## config.mk

```make
export PLATFORM = sky130hd
export DESIGN_NAME = car_gen
export DESIGN_NICKNAME = d
export VERILOG_FILES = /design/src/rtl/car_gen.sv
export SDC_FILE = /design/constraint.sdc
export NUM_CORES = 1
export LEC_CHECK = 0
export CAP_MARGIN = 20
export CELL_PAD_IN_SITES_DETAIL_PLACEMENT = 2
export CELL_PAD_IN_SITES_GLOBAL_PLACEMENT = 2
export CORE_MARGIN = 2
export CORE_UTILIZATION = 37
export CTS_BUF_LIST = sky130_fd_sc_hd__clkbuf_2
export DETAILED_ROUTE_END_ITERATION = 8
export PLACE_DENSITY = 0.9
export SLEW_MARGIN = 30
export SYNTH_ARGS = -nofsm -noshare
export SYNTH_HDL_FRONTEND = slang
export SYNTH_SLANG_ARGS = --single-unit
```

## constraint.sdc

```tcl
create_clock -name clk -period 2.66 [get_ports clk]
set_input_delay 0.266 -clock clk [delete_from_list [all_inputs] [get_ports clk]]
set_output_delay 0.266 -clock clk [all_outputs]
set_load 0.02 [all_outputs]
```

## src/rtl/car_gen.sv

```systemverilog
// Car sequence generator: plays a four-phase sensor pattern for one car
// arriving or leaving, and keeps a saturating count of cars inside.
module car_gen #(
    parameter int unsigned DWELL = 4
) (
    input  logic       clk,
    input  logic       reset,
    input  logic       start,
    input  logic       dir,
    output logic       sens1,
    output logic       sens2,
    output logic       busy,
    output logic       done,
    output logic [6:0] net
);

    typedef enum logic [2:0] {
        IDLE = 3'd0,
        P1   = 3'd1,
        P12  = 3'd2,
        P2   = 3'd3,
        GAP  = 3'd4
    } state_t;

    localparam logic [7:0] LAST = 8'(DWELL - 1);
    localparam logic [6:0] NET_MAX = 7'd99;

    state_t     state, state_nx;
    logic [7:0] dwell_cnt, dwell_nx;
    logic       dir_q, dir_nx;
    logic [1:0] sens_nx;
    logic       busy_nx, done_nx;
    logic [6:0] net_nx;
    logic       last;

    // {sens2,sens1} for a state; leave is the mirror image of arrive
    function automatic logic [1:0] sens_for(input state_t s, input logic arrive);
        logic [1:0] v;
        v = 2'b00;
        case (s)
            P1:      v = arrive ? 2'b10 : 2'b01;
            P12:     v = 2'b11;
            P2:      v = arrive ? 2'b01 : 2'b10;
            default: v = 2'b00;
        endcase
        return v;
    endfunction

    always_comb begin
        state_nx = state;
        dwell_nx = dwell_cnt;
        dir_nx   = dir_q;
        done_nx  = 1'b0;
        net_nx   = net;
        last     = (dwell_cnt == LAST);

        case (state)
            IDLE: begin
                if (start) begin
                    state_nx = P1;
                    dir_nx   = dir;
                    dwell_nx = '0;
                end
            end
            P1, P12, P2, GAP: begin
                if (last) begin
                    dwell_nx = '0;
                    case (state)
                        P1:  state_nx = P12;
                        P12: state_nx = P2;
                        P2:  state_nx = GAP;
                        default: begin
                            state_nx = IDLE;
                            done_nx  = 1'b1;
                            if (dir_q)
                                net_nx = (net == NET_MAX) ? net : net + 7'd1;
                            else
                                net_nx = (net == 7'd0) ? net : net - 7'd1;
                        end
                    endcase
                end else begin
                    dwell_nx = dwell_cnt + 8'd1;
                end
            end
            default: begin
                state_nx = IDLE;
                dwell_nx = '0;
            end
        endcase

        // Outputs are registered, so they are derived from the next state
        busy_nx = (state_nx != IDLE);
        sens_nx = sens_for(state_nx, dir_nx);
    end

    always_ff @(posedge clk or posedge reset) begin
        if (reset) begin
            state     <= IDLE;
            dwell_cnt <= '0;
            dir_q     <= 1'b0;
            sens1     <= 1'b0;
            sens2     <= 1'b0;
            busy      <= 1'b0;
            done      <= 1'b0;
            net       <= '0;
        end else begin
            state     <= state_nx;
            dwell_cnt <= dwell_nx;
            dir_q     <= dir_nx;
            sens2     <= sens_nx[1];
            sens1     <= sens_nx[0];
            busy      <= busy_nx;
            done      <= done_nx;
            net       <= net_nx;
        end
    end

endmodule

```

Word level (Yosys, flattened, before mapping)
Cells that the tools add are included.
Word-level totals
  bits in registers: 23
  input bits: 4
  output and inout bits: 11
  logic and storage cells: 48
Cells by class
  add/subtract/negate cells: 3
  equality and inequality tests: 12
  multiplexer cells: 18
  bitwise gates (word level): 1
  reduce and logical (&&, ||, !) cells: 6
Operators with widths (number)
  $mux W7: 3
  $mux W8: 2
  $pmux W8 S2: 1
  $eq A3 B2 Y1 const B: 4
  $pmux W3 S3: 1
  $add A8 B1 Y8 const B: 1
  $eq A8 B2 Y1 const B: 1
  $add A7 B1 Y7 const B: 1
  $eq A7 B7 Y1 const B: 1
  $logic_not A7 Y1: 1
  $sub A7 B1 Y7 const B: 1
  $eq A3 B1 Y1 const B: 2
  $mux W3: 2
  $ne A2 B2 Y1 const B: 3
  $pmux W2 S3: 1
  $pmux W3 S2: 1
  $mux W1: 5
  $reduce_and A5 Y1: 1
  $mux W2: 2
  $reduce_or A4 Y1: 1
  $eq A3 B3 Y1 const B: 1
  $logic_not A3 Y1: 1
  $reduce_bool A3 Y1: 1
  $reduce_or A3 Y1: 1
  $not A1 Y1: 1

Depth between registers and ports, before layout
  depth in word-level cells: 6
  depth in mapped cells: 7
  depth with buffers taken out: 7

Worst setup path before layout
No wires, ideal clock.
  path kind: reg-to-reg
  start: register net[0]
  end: register net[6]
  library setup time: 80 ps
  data arrival time: 1950 ps
  required time: 2580 ps
  setup slack: 630 ps
  stages on the path, launching flop included: 7
  path buffers: 0
  clock period less this slack: 2030 ps
  path through: dfrtp_1 -> fa_1 -> a211o_1 -> a2111oi_0 -> a41oi_1 -> o2111ai_1 -> xnor2_1
On the way
  longest elaborated chain between the ends: 3
  elaborated cells between the ends (all ways): 10
  those cells by class: 2 x add/sub; 3 x eq/ne; 3 x mux; 2 x reduce/logical
RTL lines
  from (decl): line 14  | output logic [6:0] net
  from (signal assigned): line 114  | net <= net_nx;
  $sub A7 B1 Y7, or another cell as far along: line 78  | net_nx = (net == 7'd0) ? net : net - 7'd1;
  $mux W7, or another cell as far along: line 78
  $mux W7 / $reduce_and A5 Y1 (equally long branches)
Several ways; a longest one is shown, not always the timed one. The select of a mux whose other input is x is not followed.
A chain may end at the register's enable or synchronous reset.

Final worst setup path
  start: register dir_q
  end: register net[6]
On the way
  longest elaborated chain between the ends: 2
  elaborated cells between the ends (all ways): 4
  those cells by class: 2 x eq/ne; 1 x mux; 1 x reduce/logical
RTL lines
  from (decl): line 30  | logic dir_q, dir_nx;
  from (signal assigned): line 109  | dir_q <= dir_nx;
  $ne A2 B2 Y1 (no source line)
  $reduce_and A5 Y1 (no source line)
Several ways; a longest one is shown, not always the timed one.

==> key figures <==
Setup path
  – Worst Path Required: ~3.0 ns
  – Critical Path Slowest Stage Cell: fa_1
  – Worst path arrival time: 2.71 ns
  – Max stage delay on crit path: roughly 0.49 ns
  – Crit. End Element: register
  – Worst-path fanout max: 10
  – Setup crit start kind: register
  – Worst Path Class, Setup: reg -> reg
  – Critical Path, Cell by Cell: inv_1 > fa_1 > a211o_1 > a2111oi_0 > a41oi_1 > o2111ai_1 > xnor2_1
  – R2R cell count: 7

Synthesis
  – Post-synthesis sequential area ratio: between 40% and 50%
  – Synthesized Nets: roughly 140
  – Top cells by area, synth: dfrtp_1, ha_1, xnor2_1
  – Syn. warnings: 0
  – Post-synthesis cell area: 0.00136 mm^2
  – Most used DFF post-synth: dfrtp_1
  – Mapped Cells: about 130
  – Asr flop ratio synth: 100%
  – Distinct cells, synth: just over 40
  – Post-synth top area share: between 40% and 50%
  – Cell taking the most area after synthesis: dfrtp_1
  – Yosys reg bits: 23
  – Syn Area/Cell: approximately 10 um^2
  – EDFF count, synth: 0

Finish
  – ANT cells: 0
  – Finished Cell Area: ~0.0016 mm^2
  – Multi-input gate area: around 750 um^2
  – Share of cells above drive strength 1: approximately 12%
  – Register area: about 580 um^2
  – Non-filler instance count after layout: a little under 200
  – Area delta synth->final: 15.7%
  – Fillers: approximately 400
  – Nets@finish: 160

Timing
  – RSZ-0062 raised after global routing: no
  – Slew at the pin with the worst max-slew slack: 0.516 ns
  – Rel. slew slack: 65.5%
  – F_max: about 410 MHz
  – Max Slew Vio Count: 0
  – Final setup fails: 0
  – Hold Worst Slack: ~0.23 ns
  – Minimum clock period: 2.41 ns
  – Final TNS setup: 0 ns
  – Final Hold Viols: 0
  – Post-Route Skew: between 0.01 and 0.015 ns
  – Final worst-path cycle share: around 91%

Die
  – DIE HEIGHT: 64.6 um
  – Ports: 15
  – FP Rows: 22
  – Core area: between 0.003 and 0.004 mm^2
  – Die footprint: between 0.004 and 0.005 mm^2
  – Starting Density: 37.7%
  – Chip width: 64.6 um

Clock network
  – Root buf cell: clkbuf_2
  – TritonCTS clock tree: done
  – H-tree lvl count: 1
  – Setup bufs post-CTS: 0
  – TritonCTS buffer count: 3
  – Cells resized by post-CTS repair: 0
  – Worst-path clk slew: 0.24 ns
  – Clk_lat worst skew: between 0.3 and 0.4 ns
  – CTS Hold Bufs: 0
  – CTS max path bufs: 2
  – CTS Sinks: 23

Run
  – Total of max-cap violations: 0

Global routing
  – Initial antenna violation count: 0
  – Gr ovfl total: 0
  – Global-route wire length before repair: 6330 um
  – GR Util All Layers: 19.7%
  – Vias in the first global route: 1231
  – Largest net degree at the start of global routing: 24

Drt
  – Routed len/inst: 17.3 um
  – Remaining DRCs: 0
  – DRT iter0 DRCs: 35
  – Vias per cell: approximately 5.5
  – Post-DRT Antenna Nets: 0
  – Vias: ~1100
  – Pre-Repair DR Iteration Count: 3
  – Routed WL: ~3400 um

Run status
  – Status: completed

Placement
  – DP Area: about 0.0016 mm^2
  – GPL Wtd Cong: 0.774
  – DP Cell Count: 192
  – Hpwl dp: 2580 um
  – IO Port Bufs: 14

Power and ir drop
  – VDD IR-drop max: just under 400 uV
  – Tot Pwr: 1.68 mW
  – Static Leak: ~0.66 nW
  – Pwr Density: around 1100 mW/mm^2

Worst hold path
  – Hold Crit Class: in -> async
path summary, 6_finish.rpt:
check | from | end | slack (ns)
max | dir_q$_DFF_PP0_ | net[6]$_DFFE_PP0P_ | 0.25
min | reset | net[1]$_DFFE_PP0P_ | 0.23
max reg2reg | dir_q$_DFF_PP0_ | net[6]$_DFFE_PP0P_ | 0.25
min reg2reg | net[6]$_DFFE_PP0P_ | net[6]$_DFFE_PP0P_ | 0.55
max in group asynchronous | reset | state[0]$_DFF_PP0_ | 2.09
min in group clk | net[6]$_DFFE_PP0P_ | net[6]$_DFFE_PP0P_ | 0.55
cells in the mapped netlist (all sizes together), types with 2 or more instances:
| library cell | number |
|---|---|
| dfrtp | 23 |
| nor2 | 15 |
| a21oi | 10 |
| xnor2 | 7 |
| ha | 6 |
| nand2 | 6 |
| o21ai | 6 |
| xor2 | 6 |
| mux2 | 5 |
| inv | 4 |
| nand4 | 4 |
| a211oi | 3 |
| and3 | 3 |
| nand3 | 3 |
| a21o | 2 |
| a31oi | 2 |
| buf | 2 |
| nand2b | 2 |
| nor2b | 2 |
| nor3 | 2 |
| o21a | 2 |
| or4 | 2 |
critical path: cells and delay by family, from the launching register on:
family / cells / cell delay [ns]
compound gates: 4 / 1.06
xor+xnor: 1 / 0.15
fa+ha+maj: 1 / 0.49
buf+inv: 1 / 0.20
flops: 1 / 0.47
state kept, by name, indices dropped and copies added, names as in the netlist:
register	count
busy	1
dir_q	1
done	1
dwell_cnt	8
net	7
sens1	1
sens2	1
state	3
final cells by class:
type / count / share of cell area [%]
multi-input cells: 102 / 48.0
flip-flops and latches: 23 / 36.6
repair buffers: 15 / 9.39
well taps: 48 / 3.82
clock buffers: 3 / 0.955
inverters: 4 / 0.955
clock inverters: 1 / 0.318
per-stage QoR:
| step | util (%) | worst slack [ns] |
|---|---|---|
| after floorplan | - | 0.630 |
| after global routing | 43.6 | 0.108 |
| after global placement | 43.1 | 0.499 |
| final | 43.6 | 0.247 |
| after CTS | 43.6 | 0.230 |
| after detailed placement | 43.1 | 0.279 |
layout by cell type (no fill, tap or decap), drive strengths merged, types with 5 or more instances in the layout:
| cell | synthesis | layout |
|---|---|---|
| nand2 | 6 | 6 |
| o21ai | 6 | 6 |
| clkdlybuf4s50 | 0 | 14 |
| xor2 | 6 | 6 |
| nor2 | 15 | 15 |
| xnor2 | 7 | 7 |
| a21oi | 10 | 10 |
| ha | 6 | 6 |
| dfrtp | 23 | 23 |
| mux2 | 5 | 5 |
logic make-up after synthesis:
group	Yosys count	synth area share, %
and+or+nand+nor	44	19.1
AOI/OAI and AO/OA	32	16.2
DFF	23	42.4
xor gates and xnor gates	13	8.38
buffers and inverters	7	2.12
adders and majority gates	7	7.00
muxes	6	4.88
where the power goes:
part	internal, mW	switching, mW
logic	0.415	0.517
clock network	0.0341	0.115
registers	0.452	0.144
total	0.901	0.776
layer usage:
| metal | global-route usage [%] | vias to the layer above | wire length [um] |
|---|---|---|---|
| met5 | 0 | - | 0 |
| met4 | 8.24 | 0 | 45 |
| met3 | 3.47 | 4 | 86 |
| met2 | 33.6 | 13 | 1770 |
| met1 | 24.6 | 558 | 1490 |
| li1 | - | 509 | - |
No activity file was read; power rests on OpenSTA's default activity.
